--- config.mk ---
export PLATFORM = sky130hd
export DESIGN_NAME = pe_array_ctrl
export DESIGN_NICKNAME = d
export VERILOG_FILES = /design/src/rtl/array_ctrl_pkg.sv /design/src/rtl/pe_array_ctrl_skew_window.sv /design/src/rtl/pe_array_ctrl.sv
export SDC_FILE = /design/constraint.sdc
export NUM_CORES = 1
export LEC_CHECK = 0
export ABC_CLOCK_PERIOD_IN_PS = 5610
export BUFFER_PORTS_ARGS = -buffer_cell sky130_fd_sc_hd__buf_4
export CAP_MARGIN = 20
export CORE_UTILIZATION = 50
export DETAILED_ROUTE_END_ITERATION = 6
export GPL_TIMING_DRIVEN = 0
export PLACE_DENSITY = 0.76
export SYNTH_ARGS = -nofsm -noshare
export SYNTH_HDL_FRONTEND = slang
export SYNTH_SLANG_ARGS = --single-unit
--- constraint.sdc ---
create_clock -name clk -period 5.61 [get_ports clk]
set_clock_uncertainty 0.15 [all_clocks]
set_input_delay 1.122 -clock clk [delete_from_list [all_inputs] [get_ports clk]]
set_output_delay 1.122 -clock clk [all_outputs]
set_load 0.01 [all_outputs]
--- src/rtl/array_ctrl_pkg.sv ---
// Shared types and timing helpers for the PE array sequencer.
package array_ctrl_pkg;

    typedef enum logic [1:0] {
        IDLE  = 2'd0,
        CLEAR = 2'd1,
        RUN   = 2'd2,
        FLUSH = 2'd3
    } state_t;

    localparam int CLEAR_CYCLES = 2;
    localparam int FLUSH_CYCLES = 2;

    // Last RUN cycle: the far-corner PE's result strobe.
    function automatic int calc_t_end(input int rows, input int cols, input int k,
                                      input int done_ofs, input int res_ofs);
        return rows + cols - 2 + k + done_ofs + res_ofs;
    endfunction

endpackage

--- src/rtl/pe_array_ctrl_skew_window.sv ---
// Skewed read window for one array row or column: enabled for K cycles starting at t=IDX.
module skew_window
    import array_ctrl_pkg::*;
#(
    parameter int T_W    = 10,
    parameter int K_W    = 8,
    parameter int ADDR_W = 8,
    parameter int IDX    = 0
) (
    input  logic [T_W-1:0]    t,
    input  logic [K_W-1:0]    k,
    output logic              en,
    output logic [ADDR_W-1:0] addr
);

    logic [T_W-1:0] lo;
    logic [T_W-1:0] hi;
    logic [T_W-1:0] ofs;

    assign lo   = T_W'(IDX);
    assign hi   = lo + T_W'(k);  // exclusive upper bound
    assign ofs  = t - lo;
    assign en   = (t >= lo) && (t < hi);
    assign addr = en ? ADDR_W'(ofs) : '0;

endmodule

--- src/rtl/pe_array_ctrl.sv ---
// Tile sequencer for a ROWS x COLS systolic MAC array.
// Optional ARRAY_CTRL_PERF_EN adds tile_cnt / busy_cycles performance counters.
module pe_array_ctrl
    import array_ctrl_pkg::*;
#(
    parameter int ROWS       = 4,
    parameter int COLS       = 4,
    parameter int K_W        = 8,
    parameter int ADDR_W     = 8,
    parameter int PIPE_STAGE = 2,
    parameter int DONE_OFS   = 2 * PIPE_STAGE,
    parameter int RES_OFS    = PIPE_STAGE + 1
) (
    input  logic                   clk,
    input  logic                   rst_n,
    input  logic                   start,
    input  logic [K_W-1:0]         k_len,
    input  logic [1:0]             simd_mode,
    input  logic                   abort,
    output logic                   busy,
    output logic                   done,
    output logic                   aborted,
    output logic                   err,
    output logic                   pe_reset,
    output logic [1:0]             SIMD_control,
    output logic [ROWS-1:0]        a_rd_en,
    output logic [ROWS*ADDR_W-1:0] a_rd_addr,
    output logic [COLS-1:0]        b_rd_en,
    output logic [COLS*ADDR_W-1:0] b_rd_addr,
    output logic [ROWS*COLS-1:0]   done_flag,
    output logic [ROWS*COLS-1:0]   res_valid
`ifdef ARRAY_CTRL_PERF_EN
    ,
    output logic [31:0]            tile_cnt,
    output logic [31:0]            busy_cycles
`endif
);

    localparam int T_W = $clog2(ROWS + COLS + (1 << K_W) + DONE_OFS + RES_OFS + 1);

    state_t         state, state_nxt;
    logic [T_W-1:0] t, t_nxt, t_end;
    logic [K_W-1:0] k_q;
    logic           accept, reject, fin, flush_end, run_nxt;

    assign t_end     = T_W'(calc_t_end(ROWS, COLS, int'(k_q), DONE_OFS, RES_OFS));
    assign accept    = (state == IDLE) && start && (k_len >= K_W'(2));
    assign reject    = (state == IDLE) && start && (k_len < K_W'(2));
    assign fin       = (state == RUN) && !abort && (t == t_end);
    assign flush_end = (state == FLUSH) && (t == T_W'(FLUSH_CYCLES - 1));
    assign run_nxt   = (state_nxt == RUN);

    // t doubles as the phase counter in CLEAR and FLUSH.
    always_comb begin
        state_nxt = state;
        t_nxt     = t;
        case (state)
            IDLE: begin
                if (accept) begin
                    state_nxt = CLEAR;
                    t_nxt     = '0;
                end
            end
            CLEAR: begin
                if (abort) begin
                    state_nxt = FLUSH;
                    t_nxt     = '0;
                end else if (t == T_W'(CLEAR_CYCLES - 1)) begin
                    state_nxt = RUN;
                    t_nxt     = '0;
                end else begin
                    t_nxt = t + T_W'(1);
                end
            end
            RUN: begin
                if (abort) begin
                    state_nxt = FLUSH;
                    t_nxt     = '0;
                end else if (t == t_end) begin
                    state_nxt = IDLE;
                    t_nxt     = '0;
                end else begin
                    t_nxt = t + T_W'(1);
                end
            end
            FLUSH: begin
                if (flush_end) begin
                    state_nxt = IDLE;
                    t_nxt     = '0;
                end else begin
                    t_nxt = t + T_W'(1);
                end
            end
            default: begin
                state_nxt = IDLE;
                t_nxt     = '0;
            end
        endcase
    end

    // Windows are evaluated on next-state t so the registered outputs line up with t.
    logic [ROWS-1:0]             a_en_w;
    logic [ROWS-1:0][ADDR_W-1:0] a_addr_w;
    logic [COLS-1:0]             b_en_w;
    logic [COLS-1:0][ADDR_W-1:0] b_addr_w;

    for (genvar r = 0; r < ROWS; r++) begin : g_row
        skew_window #(.T_W(T_W), .K_W(K_W), .ADDR_W(ADDR_W), .IDX(r)) u_win (
            .t(t_nxt), .k(k_q), .en(a_en_w[r]), .addr(a_addr_w[r])
        );
    end

    for (genvar c = 0; c < COLS; c++) begin : g_col
        skew_window #(.T_W(T_W), .K_W(K_W), .ADDR_W(ADDR_W), .IDX(c)) u_win (
            .t(t_nxt), .k(k_q), .en(b_en_w[c]), .addr(b_addr_w[c])
        );
    end

    logic [ROWS*COLS-1:0] dflag_w, rvalid_w;

    always_comb begin
        dflag_w  = '0;
        rvalid_w = '0;
        for (int r = 0; r < ROWS; r++) begin
            for (int c = 0; c < COLS; c++) begin
                if (t_nxt == T_W'(r + c + DONE_OFS) + T_W'(k_q))
                    dflag_w[r*COLS+c] = 1'b1;
                if (t_nxt == T_W'(r + c + DONE_OFS + RES_OFS) + T_W'(k_q))
                    rvalid_w[r*COLS+c] = 1'b1;
            end
        end
    end

    always_ff @(posedge clk or negedge rst_n) begin
        if (!rst_n) begin
            state        <= IDLE;
            t            <= '0;
            k_q          <= '0;
            SIMD_control <= '0;
            busy         <= 1'b0;
            done         <= 1'b0;
            aborted      <= 1'b0;
            err          <= 1'b0;
            pe_reset     <= 1'b0;
            a_rd_en      <= '0;
            a_rd_addr    <= '0;
            b_rd_en      <= '0;
            b_rd_addr    <= '0;
            done_flag    <= '0;
            res_valid    <= '0;
        end else begin
            state <= state_nxt;
            t     <= t_nxt;
            if (accept) begin
                k_q          <= k_len;
                SIMD_control <= simd_mode;
            end
            busy      <= (state_nxt != IDLE);
            done      <= fin;
            aborted   <= flush_end;
            err       <= reject;
            pe_reset  <= (state_nxt == CLEAR) || (state_nxt == FLUSH);
            a_rd_en   <= run_nxt ? a_en_w   : '0;
            a_rd_addr <= run_nxt ? a_addr_w : '0;
            b_rd_en   <= run_nxt ? b_en_w   : '0;
            b_rd_addr <= run_nxt ? b_addr_w : '0;
            done_flag <= run_nxt ? dflag_w  : '0;
            res_valid <= run_nxt ? rvalid_w : '0;
        end
    end

`ifdef ARRAY_CTRL_PERF_EN
    // tile_cnt steps with the done pulse itself; both counters saturate.
    always_ff @(posedge clk or negedge rst_n) begin
        if (!rst_n) begin
            tile_cnt    <= '0;
            busy_cycles <= '0;
        end else begin
            if (fin && (tile_cnt != '1))
                tile_cnt <= tile_cnt + 32'd1;
            if (busy && (busy_cycles != '1))
                busy_cycles <= busy_cycles + 32'd1;
        end
    end
`endif

endmodule

; After elaboration in Yosys (flattened, before gate mapping)
; Index checks and enable logic that the tools add are counted.
[op_classes]
add_sub_neg = 20
multipliers = 0
div_mod_pow = 0
n_lt_le_gt_ge = 10
eq_ne = 18
n_shift = 0
n_mux = 32
bitwise = 0
reduce_logical = 14
[op_table]
columns = cell, n
row1 = equality test 9 bit, 11
row2 = adder 4 x 8 -> 9 bit (first input constant), 6
row3 = 2-to-1 mux 9 bit, 6
row4 = adder 3 x 8 -> 9 bit (first input constant), 5
row5 = one-hot mux 9 bit (4 select lines), 1
row6 = 2-to-1 mux 16 bit, 2
row7 = 2-to-1 mux 32 bit, 1
row8 = 2-to-1 mux 8 bit, 4
row9 = < comparator 9 bit, 3
row10 = adder 2 x 8 -> 9 bit (first input constant), 2
row11 = greater-or-equal comparator 9 x 1 -> 1 bit (second input constant), 2
row12 = greater-or-equal comparator 9 x 2 -> 1 bit (second input constant), 2
row13 = subtractor 8 x 2 -> 8 bit (second input constant), 2
row14 = 2-to-1 mux 2 bit, 6
row15 = logical AND 1 bit, 10
row16 = 2-to-1 mux 1 bit, 10
row17 = adder 1 x 8 -> 9 bit (first input constant), 1
row18 = adder 9 x 1 -> 9 bit (second input constant), 1
row19 = adder 9 x 2 -> 9 bit (second input constant), 1
row20 = adder 9 x 3 -> 9 bit (second input constant), 1
row21 = equality test 9 x 1 -> 1 bit (second input constant), 1
row22 = < comparator 9 x 8 -> 1 bit, 1
row23 = equality test 2 bit (second input constant), 4
row24 = greater-or-equal comparator 8 x 2 -> 1 bit (second input constant), 1
row25 = other kinds (9), 10
[totals]
register_bits = 94
latch_bits = 0
ram_bits = 0
mem_bits_ro = 0
input_bits = 14
output_inout_bits = 111
wordCells = 107
n_memories = 0

; Depth between registers and ports, before layout
[depth]
word_depth = 11
ltp_mapped = 23
ltp_nobuf = 21

; Cells and area by module
; From an unflattened synthesis, not the netlist that was laid out.
[unflattened]
hier_cells = 1078
area_unflattened_um2 = 9656.8
[by_module_without_submodules]
columns = mod, instances, cells_each, area_each_um2, seq_area_each_um2
row1 = pe_array_ctrl, 1, 625, 6238.5, 2677.6
row2 = skew_window at g_col[3].u_win ..., 2, 60, 470.5, 0.0
row3 = skew_window at g_col[0].u_win ..., 2, 41, 274.0, 0.0
row4 = skew_window at g_row[1].u_win, 1, 63, 501.7, 0.0
row5 = skew_window at g_col[1].u_win, 1, 65, 484.2, 0.0
row6 = skew_window at g_col[2].u_win, 1, 61, 478.0, 0.0
row7 = skew_window at g_row[2].u_win, 1, 62, 465.4, 0.0

; Worst setup path after synthesis
; No wires, ideal clock.
[synth_timing]
kind = reg-to-reg
from = reg k_q[3]
to = reg a_rd_addr[10]
setup_time_ps = 76
arrival_ps = 5066
required_ps = 5384
slack_ps = 318
path_stages_with_launch = 22
n_path_buf = 3
period_less_slack_ps = 5292
cell_sequence = dfrtp_1 clkbuf_1 clkinv_1 ha_1 buf_2 a21oi_1 a221oi_1 nor3_2 a211oi_4 o221ai_1 o2111a_1 clkbuf_1 ha_1 o21a_1 o21a_1 o21a_1 o21a_1 o21a_1 o21a_1 o21ai_0 o2111ai_2 nor2_1
[synth_between]
elab_chain_cells = 11
word_cells_on_any_way = 18
cone_classes = add/sub: 5 / order compare: 2 / eq/ne: 2 / mux: 8 / reduce/logical: 1
[synth_lines]
columns = item, line
row1 = from (decl), pe_array_ctrl.sv:43  ; logic [K_W-1:0] k_q;
row2 = from (signal assigned), pe_array_ctrl.sv:155  ; k_q <= k_len;
row3 = adder 3 x 8 -> 9 bit *, array_ctrl_pkg.sv:17  ; return rows + cols - 2 + k + done_ofs + res_ofs;
row4 = adder 9 x 3 -> 9 bit *, array_ctrl_pkg.sv:17
row5 = adder 9 x 2 -> 9 bit *, array_ctrl_pkg.sv:17
row6 = equality test 9 bit *, pe_array_ctrl.sv:79  ; end else if (t == t_end) begin
row7 = 2-to-1 mux 9 bit *, pe_array_ctrl.sv:79
row8 = 2-to-1 mux 9 bit *, pe_array_ctrl.sv:76  ; if (abort) begin
row9 = one-hot mux 9 bit (4 select lines) *, pe_array_ctrl.sv:57  ; case (state)
row10 = named net g_col[0].u_win.ofs[2], pe_array_ctrl_skew_window.sv:18  ; logic [T_W-1:0] ofs;
row11 = greater-or-equal comparator 9 x 1 -> 1 bit / < comparator 9 bit (equally long branches), pe_array_ctrl_skew_window.sv:23  ; assign en = (t >= lo) && (t < hi);
row12 = logical AND 1 bit, pe_array_ctrl_skew_window.sv:23
row13 = 2-to-1 mux 8 bit *, pe_array_ctrl_skew_window.sv:24  ; assign addr = en ? ADDR_W'(ofs) : '0;
row14 = 2-to-1 mux 32 bit *, pe_array_ctrl.sv:164  ; a_rd_addr <= run_nxt ? a_addr_w : '0;
row15 = to (signal assigned), pe_array_ctrl.sv:164
row16 = to (decl), pe_array_ctrl.sv:27  ; output logic [ROWS*ADDR_W-1:0] a_rd_addr,
; The timed path passes the listed nets; every way through them passes the cells marked *.
; A chain may end at the register's enable or synchronous reset.

; Worst setup path after layout
[layout_timing]
from = reg k_q[2]
to = reg a_rd_addr[27]
[layout_between]
elab_chain_cells = 11
word_cells_on_any_way = 18
cone_classes = add/sub: 5 / order compare: 2 / eq/ne: 2 / mux: 8 / reduce/logical: 1
[layout_lines]
columns = item, line
row1 = adder 3 x 8 -> 9 bit *, array_ctrl_pkg.sv:17
row2 = adder 9 x 3 -> 9 bit *, array_ctrl_pkg.sv:17
row3 = adder 9 x 2 -> 9 bit *, array_ctrl_pkg.sv:17
row4 = equality test 9 bit *, pe_array_ctrl.sv:79
row5 = 2-to-1 mux 9 bit *, pe_array_ctrl.sv:79
row6 = 2-to-1 mux 9 bit *, pe_array_ctrl.sv:76
row7 = one-hot mux 9 bit (4 select lines) *, pe_array_ctrl.sv:57
row8 = named net g_col[0].u_win.ofs[1], pe_array_ctrl_skew_window.sv:18
row9 = greater-or-equal comparator 9 x 2 -> 1 bit / < comparator 9 bit (equally long branches), pe_array_ctrl_skew_window.sv:23
row10 = logical AND 1 bit, pe_array_ctrl_skew_window.sv:23
row11 = 2-to-1 mux 8 bit *, pe_array_ctrl_skew_window.sv:24
row12 = 2-to-1 mux 32 bit *, pe_array_ctrl.sv:164
; Marked as above.

==> impl_metrics.env <==
export IMPL_synthCells=722
export IMPL_finalCritPeriodShare_pct=96.0
export IMPL_syn_area_mm2=0.00630
export IMPL_crit_arrival_ps=5520
export IMPL_ant_nets=0
export IMPL_multi_input_area_mm2=0.00380
export IMPL_routed_wl_mm=19.7
export IMPL_route_detailed_drc=0
export IMPL_ys_ff_latch=71
export IMPL_rows=40
export IMPL_grt_pass1_wl_mm=30.6
export IMPL_nNetsFinal=935
export IMPL_dr_pass1_iters=4
export IMPL_ir_drop_uv=238
export IMPL_yosysSeqAreaShare_pct=28.2
export IMPL_cap_violations=0
export IMPL_crit_family="compound AO/OA/AOI/OAI gates"
export IMPL_first_global_vias=5538
export IMPL_cp_end_kind="register"
export IMPL_crit_fanout=9
export IMPL_clk_latency_ps=350
export IMPL_grt_max_degree=72
export IMPL_drive_above_1_share_pct=30.5
export IMPL_syn_nets=792
export IMPL_leakage_uw=0.00389
export IMPL_setup_viol=0
export IMPL_io_pins=125
export IMPL_io_buffers=123
export IMPL_worst_path_most_repeated_cell="o21a_1"
export IMPL_critPathBufInv=6
export IMPL_gp_congestion=0.985
export IMPL_async_flop_share_pct=100
export IMPL_yosysUniqueCellTypes=73
export IMPL_routedWlPerCell_um=19.0
export IMPL_antenna_found_initial=0
export IMPL_die_area_mm2=0.0130
export IMPL_via_per_inst=5.68
export IMPL_drt_iter0_markers=389
export IMPL_synth_ff_type="dfrtp_1"
export IMPL_chipWidth_um=114
export IMPL_coreArea_mm2=0.0122
export IMPL_synth_area_per_cell_um2=8.72
export IMPL_stdcell_count=1038
export IMPL_setup_tns_ps=0
export IMPL_initial_core_util_pct=51.8
export IMPL_p_per_area_mw_per_mm2=572
export IMPL_cp_slowest_cell="dfrtp_1"
export IMPL_cts_hold_buf=0
export IMPL_worst_setup_path_start_kind="register"
export IMPL_finalWorstSetupSlack_ps=225
export IMPL_period_minus_slack_ps=5390
export IMPL_finalHoldViolations=0
export IMPL_clk_pin_slew_worst_paths_ps=60
export IMPL_root_buffer="clkbuf_16"
export IMPL_critPathMaxStageDelay_ps=460
export IMPL_worst_pin_slew_ps=976
export IMPL_final_cell_mix="buf_4, nor2_1, dfrtp_1"
export IMPL_die_h_um=114
export IMPL_insertedDiodeCount=0
export IMPL_fin_util_pct=64.7
export IMPL_area_delta_synth_final_pct=25.0
export IMPL_vias=5894
export IMPL_cts_tree="done"
export IMPL_status="completed"
export IMPL_cts_buffer_depth=2
export IMPL_overflow=0
export IMPL_critPathKind="register to register"
export IMPL_synth_warnings=0
export IMPL_numCtsBuffers=9
export IMPL_rsz0062_at_grt="no"
export IMPL_n_fill_cell=1077
export IMPL_final_common_cell="buf_4"
export IMPL_seqCellArea_mm2=0.00178
export IMPL_place_ws_ps=-1280
export IMPL_ctsHtreeMaxLevel=3
export IMPL_synth_edf_count=0
export IMPL_placedCellCount=1013
export IMPL_cp_data_required_time_ps=5750
export IMPL_slew_headroom_pct=34.4
export IMPL_final_max_slew_violation_count=0
export IMPL_hpwl_mm=14.6
export IMPL_grtUsageTotal_pct=31.4
export IMPL_holdCritPathClass="register to register"
export IMPL_cts_sinks=71
export IMPL_max_freq_mhz=186
[kinds of logic (layout without fill, tap and decap cells)]
family	after synthesis	count (layout)	share of synthesized area, %
AND/OR/NAND/NOR	234	234	18.6
AO/OA/AOI/OAI	139	139	16.5
buffers and inverters	129	277	11.7
XOR/XNOR	87	87	13.0
flip-flops	71	71	28.2
adder cells (fa/ha/maj)	56	56	11.1
multiplexers	6	6	0.974
[worst min-delay path, cell delays in order (launching register included)]
cell     delay (ps)
dfrtp_1         340
nand2_1          60
nand2_1          60
[flip-flops by register name (all words and copies together), names as in the netlist]
| register | count |
|---|---|
| SIMD_control | 2 |
| a_rd_addr | 32 |
| aborted | 1 |
| b_rd_en | 4 |
| busy | 1 |
| done | 1 |
| done_flag | 3 |
| err | 1 |
| k_q | 8 |
| res_valid | 7 |
| state | 2 |
| t | 9 |
[cell usage after synthesis, types with 3 or more instances]
library cell | count | share of area [%]
nor4_1 | 7 | 0.70
buf_4 | 61 | 7.3
o22ai_1 | 3 | 0.30
o21bai_1 | 3 | 0.36
o211ai_1 | 3 | 0.36
and3_1 | 6 | 0.60
a211oi_1 | 4 | 0.48
o21a_1 | 16 | 1.9
nor2b_1 | 7 | 0.70
nand3_1 | 22 | 1.7
ha_1 | 56 | 11
a221oi_1 | 3 | 0.42
dfrtp_1 | 71 | 28
inv_1 | 29 | 1.7
o21ai_1 | 3 | 0.24
or4_1 | 4 | 0.48
nand4_1 | 9 | 0.89
mux2i_1 | 5 | 0.79
buf_2 | 12 | 0.95
nand2b_1 | 4 | 0.40
xor2_1 | 14 | 1.9
or3_1 | 7 | 0.70
clkbuf_1 | 18 | 1.1
nand2_1 | 51 | 3.0
a21o_1 | 7 | 0.83
xnor2_2 | 3 | 0.77
or2_2 | 3 | 0.30
a21oi_1 | 34 | 2.7
nor3_1 | 18 | 1.4
nor2_1 | 72 | 4.3
and2_1 | 4 | 0.40
inv_2 | 7 | 0.42
a31oi_1 | 7 | 0.70
nand4b_1 | 6 | 0.83
o21ai_0 | 24 | 1.9
xnor2_1 | 68 | 9.5
[path summary, 6_finish.rpt]
check	slack, ps	cells past startpoint	to	startpoint
min in group asynchronous	750	1	res_valid[8]$_DFF_PN0_	rst_n
worst min-delay path	350	2	SIMD_control[0]$_DFFE_PN0P_	SIMD_control[0]$_DFFE_PN0P_
max in group asynchronous	3970	1	state[0]$_DFF_PN0_	rst_n
worst max-delay path	220	25	a_rd_addr[27]$_DFF_PN0_	k_q[2]$_DFFE_PN0P_
worst min register to register	350	2	SIMD_control[0]$_DFFE_PN0P_	SIMD_control[0]$_DFFE_PN0P_
worst max register to register	220	25	a_rd_addr[27]$_DFF_PN0_	k_q[2]$_DFFE_PN0P_
[power by group]
| part | leakage (µW) | switching (µW) | internal (µW) |
|---|---|---|---|
| Sequential | 0.000954 | 109 | 644 |
| Clock | 0.000163 | 244 | 404 |
| Combinational | 0.00277 | 1780 | 1320 |
[stage by stage]
stage | hold slack (ps) | total power, µW | instance area [µm²]
finish | 348 | 4500 | 7870
global route | 378 | 4810 | 7870
CTS | 345 | 4440 | 7840
detailed placement | 328 | 3700 | 7430
global placement | 314 | 3650 | 7430
floorplan | 363 | 2830 | 6300
[area by class of cell]
class / count / share of cell area, %
clock buffers: 10 / 3.04
plain buffers: 92 / 7.71
clock inverters: 6 / 1.16
flip-flops and latches: 71 / 22.6
well taps: 168 / 2.67
multi-input cells: 522 / 48.3
repair buffers: 132 / 12.6
inverters: 37 / 1.92
[per-layer routing]
layer  GRT usage, %  vias up  part of all wire (%)
li1               -     2724                     -
met4           14.5        0                   3.4
met3           4.39       42                   7.9
met5              0        -                     0
met1           42.5     2833                    42
met2           49.9      295                    47
[what timing repair did]
| action | in CTS | in global routing |
|---|---|---|
| setup buffers | 8 | 1 |
| gates resized for setup | 8 | 9 |
| endpoints found under the setup margin | 44 | 36 |
| pin swaps | 4 | 2 |
| hold endpoints to repair | 0 | 0 |
Power figures use the tool's default switching activity.
